`src/rtl/uart_tx_drain_pkg.sv`:
```
// Shared definitions for the UART transmit path: FSM encoding, frame geometry
// and the clocks-per-bit computation reused by the receive side.
package uart_tx_drain_pkg;

    typedef enum logic [1:0] {
        ST_IDLE  = 2'd0,
        ST_START = 2'd1,
        ST_DATA  = 2'd2,
        ST_STOP  = 2'd3
    } tx_state_e;

    localparam int unsigned DATA_BITS = 8;

    function automatic int unsigned calc_cpb(input int unsigned clk_freq, input int unsigned baud);
        return clk_freq / baud;
    endfunction

endpackage

```
`src/rtl/uart_baud_cnt.sv`:
```
// Free-running 0..CPB-1 bit-period counter with synchronous clear; tick marks
// the last clock of each bit period.
module uart_baud_cnt #(
    parameter int unsigned CPB = 10
) (
    input  logic clk,
    input  logic reset,
    input  logic clear,
    output logic tick
);
    import uart_tx_drain_pkg::*;

    localparam int unsigned CW = (CPB > 1) ? $clog2(CPB) : 1;

    logic [CW-1:0] cnt_q;
    logic [CW-1:0] cnt_d;

    assign tick = (cnt_q == CW'(CPB - 1));

    // next count: clear wins, otherwise wrap at the bit boundary
    always_comb begin
        cnt_d = cnt_q;
        if (clear) begin
            cnt_d = {CW{1'b0}};
        end else if (tick) begin
            cnt_d = {CW{1'b0}};
        end else begin
            cnt_d = cnt_q + {{(CW-1){1'b0}}, 1'b1};
        end
    end

    // counter register
    always_ff @(posedge clk) begin
        if (!reset) begin
            cnt_q <= {CW{1'b0}};
        end else begin
            cnt_q <= cnt_d;
        end
    end

endmodule

```
`src/rtl/uart_tx_drain.sv`:
```
// Drains a show-ahead byte FIFO onto an 8N1 UART line, chaining frames with
// no idle gap while bytes remain. All outputs come straight from flops.
module uart_tx_drain #(
    parameter int unsigned CLK_FREQ = 100_000_000,
    parameter int unsigned BAUD     = 115200
) (
    input  logic       clk,
    input  logic       reset,
    input  logic [7:0] fifo_dout,
    input  logic       fifo_empty,
    output logic       fifo_deq,
    output logic       tx,
    output logic       busy
);
    import uart_tx_drain_pkg::*;

    localparam int unsigned CPB = calc_cpb(CLK_FREQ, BAUD);
    localparam int unsigned BW  = $clog2(DATA_BITS);

    tx_state_e            state_q, state_d;
    logic [DATA_BITS-1:0] shreg_q, shreg_d;
    logic [BW-1:0]        bit_idx_q, bit_idx_d;
    logic                 tx_q, tx_d;
    logic                 busy_q, busy_d;
    logic                 deq_q, deq_d;
    logic                 clear_s;
    logic                 tick_s;

    uart_baud_cnt #(.CPB(CPB)) u_baud (
        .clk   (clk),
        .reset (reset),
        .clear (clear_s),
        .tick  (tick_s)
    );

    // next-state, shift register and pop strobe
    always_comb begin
        state_d   = state_q;
        shreg_d   = shreg_q;
        bit_idx_d = bit_idx_q;
        deq_d     = 1'b0;
        clear_s   = 1'b0;
        case (state_q)
            ST_IDLE: begin
                clear_s = 1'b1;
                if (!fifo_empty) begin
                    shreg_d = fifo_dout;
                    deq_d   = 1'b1;
                    state_d = ST_START;
                end else begin
                    state_d = ST_IDLE;
                end
            end
            ST_START: begin
                if (tick_s) begin
                    state_d   = ST_DATA;
                    bit_idx_d = {BW{1'b0}};
                    clear_s   = 1'b1;
                end else begin
                    state_d = ST_START;
                end
            end
            ST_DATA: begin
                if (tick_s) begin
                    if (bit_idx_q == BW'(DATA_BITS - 1)) begin
                        state_d = ST_STOP;
                        clear_s = 1'b1;
                    end else begin
                        shreg_d   = {1'b0, shreg_q[DATA_BITS-1:1]};
                        bit_idx_d = bit_idx_q + {{(BW-1){1'b0}}, 1'b1};
                    end
                end else begin
                    state_d = ST_DATA;
                end
            end
            ST_STOP: begin
                // the last stop clock doubles as the sampling point for the next byte
                if (tick_s) begin
                    clear_s = 1'b1;
                    if (!fifo_empty) begin
                        shreg_d = fifo_dout;
                        deq_d   = 1'b1;
                        state_d = ST_START;
                    end else begin
                        state_d = ST_IDLE;
                    end
                end else begin
                    state_d = ST_STOP;
                end
            end
            default: begin
                state_d = ST_IDLE;
            end
        endcase
    end

    // line level follows the state being entered so tx is registered yet aligned
    always_comb begin
        tx_d = 1'b1;
        case (state_d)
            ST_IDLE:  tx_d = 1'b1;
            ST_START: tx_d = 1'b0;
            ST_DATA:  tx_d = shreg_d[0];
            ST_STOP:  tx_d = 1'b1;
            default:  tx_d = 1'b1;
        endcase
        busy_d = (state_d != ST_IDLE);
    end

    // state and output registers
    always_ff @(posedge clk) begin
        if (!reset) begin
            state_q   <= ST_IDLE;
            shreg_q   <= {DATA_BITS{1'b0}};
            bit_idx_q <= {BW{1'b0}};
            tx_q      <= 1'b1;
            busy_q    <= 1'b0;
            deq_q     <= 1'b0;
        end else begin
            state_q   <= state_d;
            shreg_q   <= shreg_d;
            bit_idx_q <= bit_idx_d;
            tx_q      <= tx_d;
            busy_q    <= busy_d;
            deq_q     <= deq_d;
        end
    end

    assign tx       = tx_q;
    assign busy     = busy_q;
    assign fifo_deq = deq_q;

endmodule

```
`config.mk`:
```
export PLATFORM = sky130hd
export DESIGN_NAME = uart_tx_drain
export DESIGN_NICKNAME = d
export VERILOG_FILES = /design/src/rtl/uart_tx_drain_pkg.sv /design/src/rtl/uart_baud_cnt.sv /design/src/rtl/uart_tx_drain.sv
export SDC_FILE = /design/constraint.sdc
export NUM_CORES = 1
export LEC_CHECK = 0
export CAP_MARGIN = 20
export CORE_MARGIN = 3
export CORE_UTILIZATION = 50
export DETAILED_ROUTE_END_ITERATION = 8
export GPL_TIMING_DRIVEN = 0
export MAX_ROUTING_LAYER = met4
export PLACE_DENSITY = 0.74
export SYNTH_ARGS = -nofsm -noshare
export SYNTH_HDL_FRONTEND = slang
export SYNTH_SLANG_ARGS = --single-unit
```
`constraint.sdc`:
```
create_clock -name clk -period 2 [get_ports clk]
set_input_delay 0.4 -clock clk [delete_from_list [all_inputs] [get_ports clk]]
set_output_delay 0.4 -clock clk [all_outputs]
set_load 0.01 [all_outputs]
```
==> results of run 1 <==
==> kinds of logic after synthesis <==
logic type | count (synthesis) | synth area share [%]
flip-flops | 26 | 37.1
AND/OR/NAND/NOR | 59 | 22.6
AO/OA/AOI/OAI | 27 | 16.4
adder cells (fa/ha/maj) | 12 | 10.7
multiplexers | 8 | 5.79
XOR/XNOR | 7 | 4.37
buffers and inverters | 11 | 3.03
==> final timing paths <==
kind	to	from	slack, ns
hold / removal	bit_idx_q[0]$_SDFFE_PN0P_	bit_idx_q[0]$_SDFFE_PN0P_	0.46
setup reg to reg	shreg_q[4]$_SDFFE_PN0P_	state_q[0]$_SDFF_PN0_	0.07
setup / recovery	shreg_q[4]$_SDFFE_PN0P_	state_q[0]$_SDFF_PN0_	0.07
hold reg to reg	bit_idx_q[0]$_SDFFE_PN0P_	bit_idx_q[0]$_SDFFE_PN0P_	0.46
==> power groups by stage <==
stage               logic (mW)  registers (mW)  clock network [mW]
CTS                      0.129           0.547               0.273
global placement         0.119           0.557                   0
finish                   0.132           0.546               0.262
detailed placement       0.123           0.557                   0
global route             0.146           0.549               0.297
floorplan               0.0762           0.557                   0
==> state kept, by name (all words and copies together), names as in the netlist <==
register	cells
tx	1
busy	1
fifo_deq	1
u_baud.cnt_q	10
bit_idx_q	3
shreg_q	8
state_q	2
==> through the flow <==
stage                     hold slack [ns]  setup WS, ns
after floorplan                     0.418        0.0655
after global placement              0.429        -0.225
final                               0.463        0.0747
after detailed placement            0.442        -0.277
after CTS                           0.430       0.00285
after global routing                0.492      -0.00688
==> layer usage <==
layer / vias to the layer above / track usage [%] / part of all wire (%)
met4: 0 / 2.27 / 0.54
met3: 2 / 5.23 / 5.0
met2: 23 / 30.6 / 50
li1: 573 / - / -
met1: 520 / 19.6 / 44
met5: - / - / 0
==> cell type report <==
cell class              instances  area (um^2)  area share, %
multi-input cells             113          888           51.7
flip-flops and latches         26          533           31.0
repair buffers                 19          175           10.2
well taps                      30         37.5           2.19
clock buffers                   4         36.3           2.11
inverters                       7         26.3           1.53
plain buffers                   4         20.0           1.17
==> placed cells by master (no fill, tap or decap), drive strengths merged, types with 6 or more instances in the layout <==
cell and count:
dfxtp 26, nor2 24, clkdlybuf4s50 13, ha 12
nand2 8, a21oi 8, inv 7, mux2i 7
buf 7, clkbuf 7, o2bb2ai 6
==> repair_timing <==
| action | CTS | global route |
|---|---|---|
| buffers inserted | 3 | 3 |
| gates resized for setup | 10 | 15 |
| pin swaps | 3 | 4 |
| endpoints found under the setup margin | 9 | 7 |
==> flow_summary.toml, run 1 <==
[pwr]
p_switching_mw = 0.224
combPwrFrac_pct = 14.0
p_clk_share_pct = 27.8
peakVddDrop_v = 0.000485
switching_share_pct = 23.9
p_leak_nw = 0.655
power.total_mw = 0.940
powerDensity_nw_per_um2 = 547
p_int_mw = 0.715
seqPwrFrac_pct = 58.1

[final_layout]
fin_cells = 203
final_util_pct = 66.9
syn2layout_area_growth_pct = 22.3
nNetsFinal = 197
fin_area_um2 = 1720
num_antenna_cells = 0
nFillCells = 222
drive_gt1_share_pct = 22.0

[worst_setup_path]
arrival_ns = 2.19
worstSetupEndpointType = "flop"
slowest_stage = "dfxtp_4"
worstSetupStartpointType = "flop"
cp.required_ns = 2.27
crit_cells = 7
critical_path.cell_chain = "inv_1 > ha_1 > or3_1 > o31a_1 > or3b_1 > buf_4 > o2bb2ai_2"
crit_fanout = 6
crit_family = "simple AND/OR/NAND/NOR gates"
critPathKind = "reg -> reg"
ff2ff_path_depth = 7
worst-path-buf-inv = 2
critPathMaxStageDelay_ns = 0.39

[placed_design]
place_area_um2 = 1570
place_inst = 193
dp_hpwl_um = 1950
gp_congestion = 0.804
io_buffers = 13

[sta]
maxSlewHeadroom_pct = 65.8
timing.fmax_mhz = 519
period_minus_slack_ns = 1.93
fin_crit_sh_pct = 96.3
setup_tns_ns = 0
hold_viol = 0
slew_violations = 0
worstMarginPinSlew_ns = 0.511
fin_skew_ns = 0.00647
setup_viol = 0

[global_routing]
grt_usage_pct = 17.3
grt_pass1_wl_um = 4520
grt_antenna_before_repair = 0
gr-total-overflow = 0
grt_pass1_vias = 1053
grt_max_degree = 15

[yosys]
ys_types = 38
seq_area_frac_synth_pct = 37.1
yosysWarnings = 0
synthCells = 150
yosys.area.top_type = "dfxtp_1"
yosysTopAreaCellShare_pct = 37.1
synth_nets = 173
ys_ff_latch = 26
syn_area_um2 = 1400
postSynthAreaPerCell_um2 = 9.36
yosysMostFrequentCell = "dfxtp_1"
ys_top_cells_by_count = "26 x dfxtp_1, 24 x nor2_1, 12 x ha_1"
synthArstFlopShare_pct = 0
synthTopCellsByArea = "dfxtp_1 37%, ha_1 11%, nor2_1 6.4%"
synth_ff_type = "dfxtp_1"
synth_edf_count = 0

[clock_network]
cts_buffer_depth = 2
clk_latency_ns = 0.32
clock-sinks = 26
hold_buffers = 0
cts.clk_slew.worst_paths_ns = 0.14
cts_buffers = 3
root_buffer = "clkbuf_4"
h-tree-depth = 1
cts_tree = "yes"

[detailed_routing]
post_drt_wl_per_cell_um = 12.7
dr.pass1.iters = 4
drt_iter0_drc = 32
wirelength_um = 2580
drt.antenna.violating_nets = 0
via_count = 1118
drc = 0
vias_per_cell = 5.51

[flow_run]
maxCapViolCount = 0

[floorplanning]
placementRows = 18
die_h_um = 59.0
dieArea_um2 = 3480
core_um2 = 2570
initial_core_util_pct = 54.7
io_pins = 14
die_w_um = 59.0

[hold_path]
hold_depth = 1
min_path_type = "reg -> reg"

[outcome]
status = "finished, final reports clean"
Power figures use the tool's default switching activity.
==> run 2, diff against run 1 <==
--- a/config.mk
+++ b/config.mk
@@ -5,13 +5,13 @@
 export SDC_FILE = /design/constraint.sdc
 export NUM_CORES = 1
 export LEC_CHECK = 0
+export ABC_AREA = 1
 export CAP_MARGIN = 20
 export CORE_MARGIN = 3
-export CORE_UTILIZATION = 50
+export CORE_UTILIZATION = 51
 export DETAILED_ROUTE_END_ITERATION = 8
 export GPL_TIMING_DRIVEN = 0
-export MAX_ROUTING_LAYER = met4
-export PLACE_DENSITY = 0.74
+export PLACE_DENSITY = 0.75
 export SYNTH_ARGS = -nofsm -noshare
 export SYNTH_HDL_FRONTEND = slang
 export SYNTH_SLANG_ARGS = --single-unit
==> flow_summary.toml, run 2 <==
[outcome]
status = "finished, final reports clean"

[sta]
slew_violations = 0
period_minus_slack_ns = 1.82
hold_viol = 0
fin_crit_sh_pct = 91.1
timing.final.ws_setup_ns = 0.177
worstMarginPinSlew_ns = 0.376
setup_tns_ns = 0
timing.fmax_mhz = 549
fin_skew_ns = 0.00871
holdWs_ns = 0.439
maxSlewHeadroom_pct = 74.7
setup_viol = 0

[yosys]
yosysMostFrequentCell = "nand2_1"
ys_types = 29
postSynthAreaPerCell_um2 = 7.12
synthCells = 226
synth_edf_count = 0
ys_top_cells_by_count = "57 x nand2_1, 32 x inv_1, 26 x dfxtp_1"
synthTopCellsByArea = "dfxtp_1 32%, nand2_1 13%, ha_1 9.3%"
synth_ff_type = "dfxtp_1"
ys_ff_latch = 26
synth_nets = 249
syn_area_um2 = 1610
seq_area_frac_synth_pct = 32.3
yosysTopAreaCellShare_pct = 32.3
synthArstFlopShare_pct = 0
yosys.area.top_type = "dfxtp_1"
yosysWarnings = 0

[global_routing]
grt_pass1_wl_um = 5470
grt_usage_pct = 17.0
grt_max_degree = 14
grt_pass1_vias = 1219
gr-total-overflow = 0
grt_antenna_before_repair = 0

[detailed_routing]
wirelength_um = 3000
via_count = 1388
vias_per_cell = 4.87
drt.antenna.violating_nets = 0
dr.pass1.iters = 5
post_drt_wl_per_cell_um = 10.5
drt_iter0_drc = 68
drc = 0

[flow_run]
maxCapViolCount = 0

[floorplanning]
core_um2 = 2880
initial_core_util_pct = 55.9
die_w_um = 62.2
io_pins = 14
dieArea_um2 = 3870
die_h_um = 62.2
placementRows = 19

[clock_network]
h-tree-depth = 1
cts_buffer_depth = 2
hold_buffers = 0
clock-sinks = 26
root_buffer = "clkbuf_4"
cts.clk_slew.worst_paths_ns = 0.14
clk_latency_ns = 0.32
cts_buffers = 3
cts_tree = "yes"

[hold_path]
min_path_type = "reg -> reg"
hp-start = "u_baud.cnt_q[0]$_SDFF_PP0_"

[final_layout]
syn2layout_area_growth_pct = 14.2
top_regs = "u_baud.cnt_q (10), shreg_q (8), bit_idx_q (3)"
fin_cells = 285
nFillCells = 262
drive_gt1_share_pct = 15.2
num_antenna_cells = 0
final_common_cell = "nand2_1"
largest_reg_flops = 10
top_register = "u_baud.cnt_q"
nNetsFinal = 268
final_cell_mix = "57 x nand2_1, 32 x inv_1, 23 x dfxtp_1"

[worst_setup_path]
arrival_ns = 2.05
worstSetupStartpoint = "fifo_empty"
worstSetupEndpointType = "flop"
crit_fanout = 13
cp.required_ns = 2.22
r2r_start = "u_baud.cnt_q[0]$_SDFF_PP0_"
critPathKind = "in -> reg"
worstSetupStartpointType = "primary input"

[placed_design]
io_buffers = 13
place_inst = 281
dp_hpwl_um = 2270
place_ws_ns = -0.350
gp_congestion = 0.841

[pwr]
p_leak_nw = 0.721
power.total_mw = 0.900
peakVddDrop_v = 0.000336
powerDensity_nw_per_um2 = 490
## run 2: cell types whose count changed after synthesis, moves of 5 or more
cell,before,now
o21ai_0,2,17
mux2i_1,7,0
o2bb2ai_2,6,0
inv_1,7,32
and2_1,5,0
a21oi_1,8,13
nand2_1,8,57
## run 2: final cells by class
class | instances | area, um^2 | area share, %
multi-input cells | 161 | 936 | 50.9
repair buffers | 15 | 145 | 7.90
well taps | 42 | 52.6 | 2.86
flip-flops and latches | 26 | 524 | 28.5
clock buffers | 3 | 22.5 | 1.23
inverters | 36 | 135 | 7.35
plain buffers | 2 | 22.5 | 1.23
## run 2: what timing repair did
action / CTS / global route
buffers inserted: 0 / 2
endpoints found under the setup margin: 0 / 1
gates resized for setup: 0 / 5
endpoints found under the hold margin: 0 / 0
## run 2: layer usage
layer	up-vias	wire length (um)	track usage (%)
met4	0	16	5.80
met2	19	1330	25.1
li1	754	-	-
met5	-	0	0
met1	613	1560	24.8
met3	2	93	3.24
## run 2: worst paths after layout
| path | slack (ns) | endpoint | cells after the start |
|---|---|---|---|
| min reg2reg | 0.44 | u_baud.cnt_q[0]$_SDFF_PP0_ | 1 |
| max | 0.18 | tx$_SDFF_PN1_ | 10 |
| min | 0.44 | u_baud.cnt_q[0]$_SDFF_PP0_ | 1 |
| max reg2reg | 0.19 | tx$_SDFF_PN1_ | 13 |
## run 2: worst max-delay path, cell delays in order
cell             delay (ns)
clkdlybuf4s50_1        0.50
inv_1                  0.33
o21ai_0                0.20
nand3_2                0.13
inv_1                  0.06
ha_1                   0.19
nand3_1                0.08
nand2_1                0.05
nand2_1                0.05
nand2_1                0.04
## run 2: per-stage QoR
step                area, um^2  util [%]
floorplan                 1610         -
global placement          1790      62.3
detailed placement        1790      62.3
CTS                       1810      63.1
global route              1840      63.9
finish                    1840      63.9
## run 2: kinds of logic after synthesis
group / Yosys count / share of synthesized area (%)
AND/OR/NAND/NOR: 106 / 31.7
AO/OA/AOI/OAI: 43 / 16.6
adder cells (fa/ha/maj): 12 / 9.33
buffers and inverters: 39 / 10.0
flip-flops: 26 / 32.3
## run 2: where the power goes
part | internal (mW) | leakage, nW | switching, mW
clock network | 0.0706 | 0.0138 | 0.149
logic | 0.0617 | 0.494 | 0.0764
registers | 0.535 | 0.213 | 0.00761
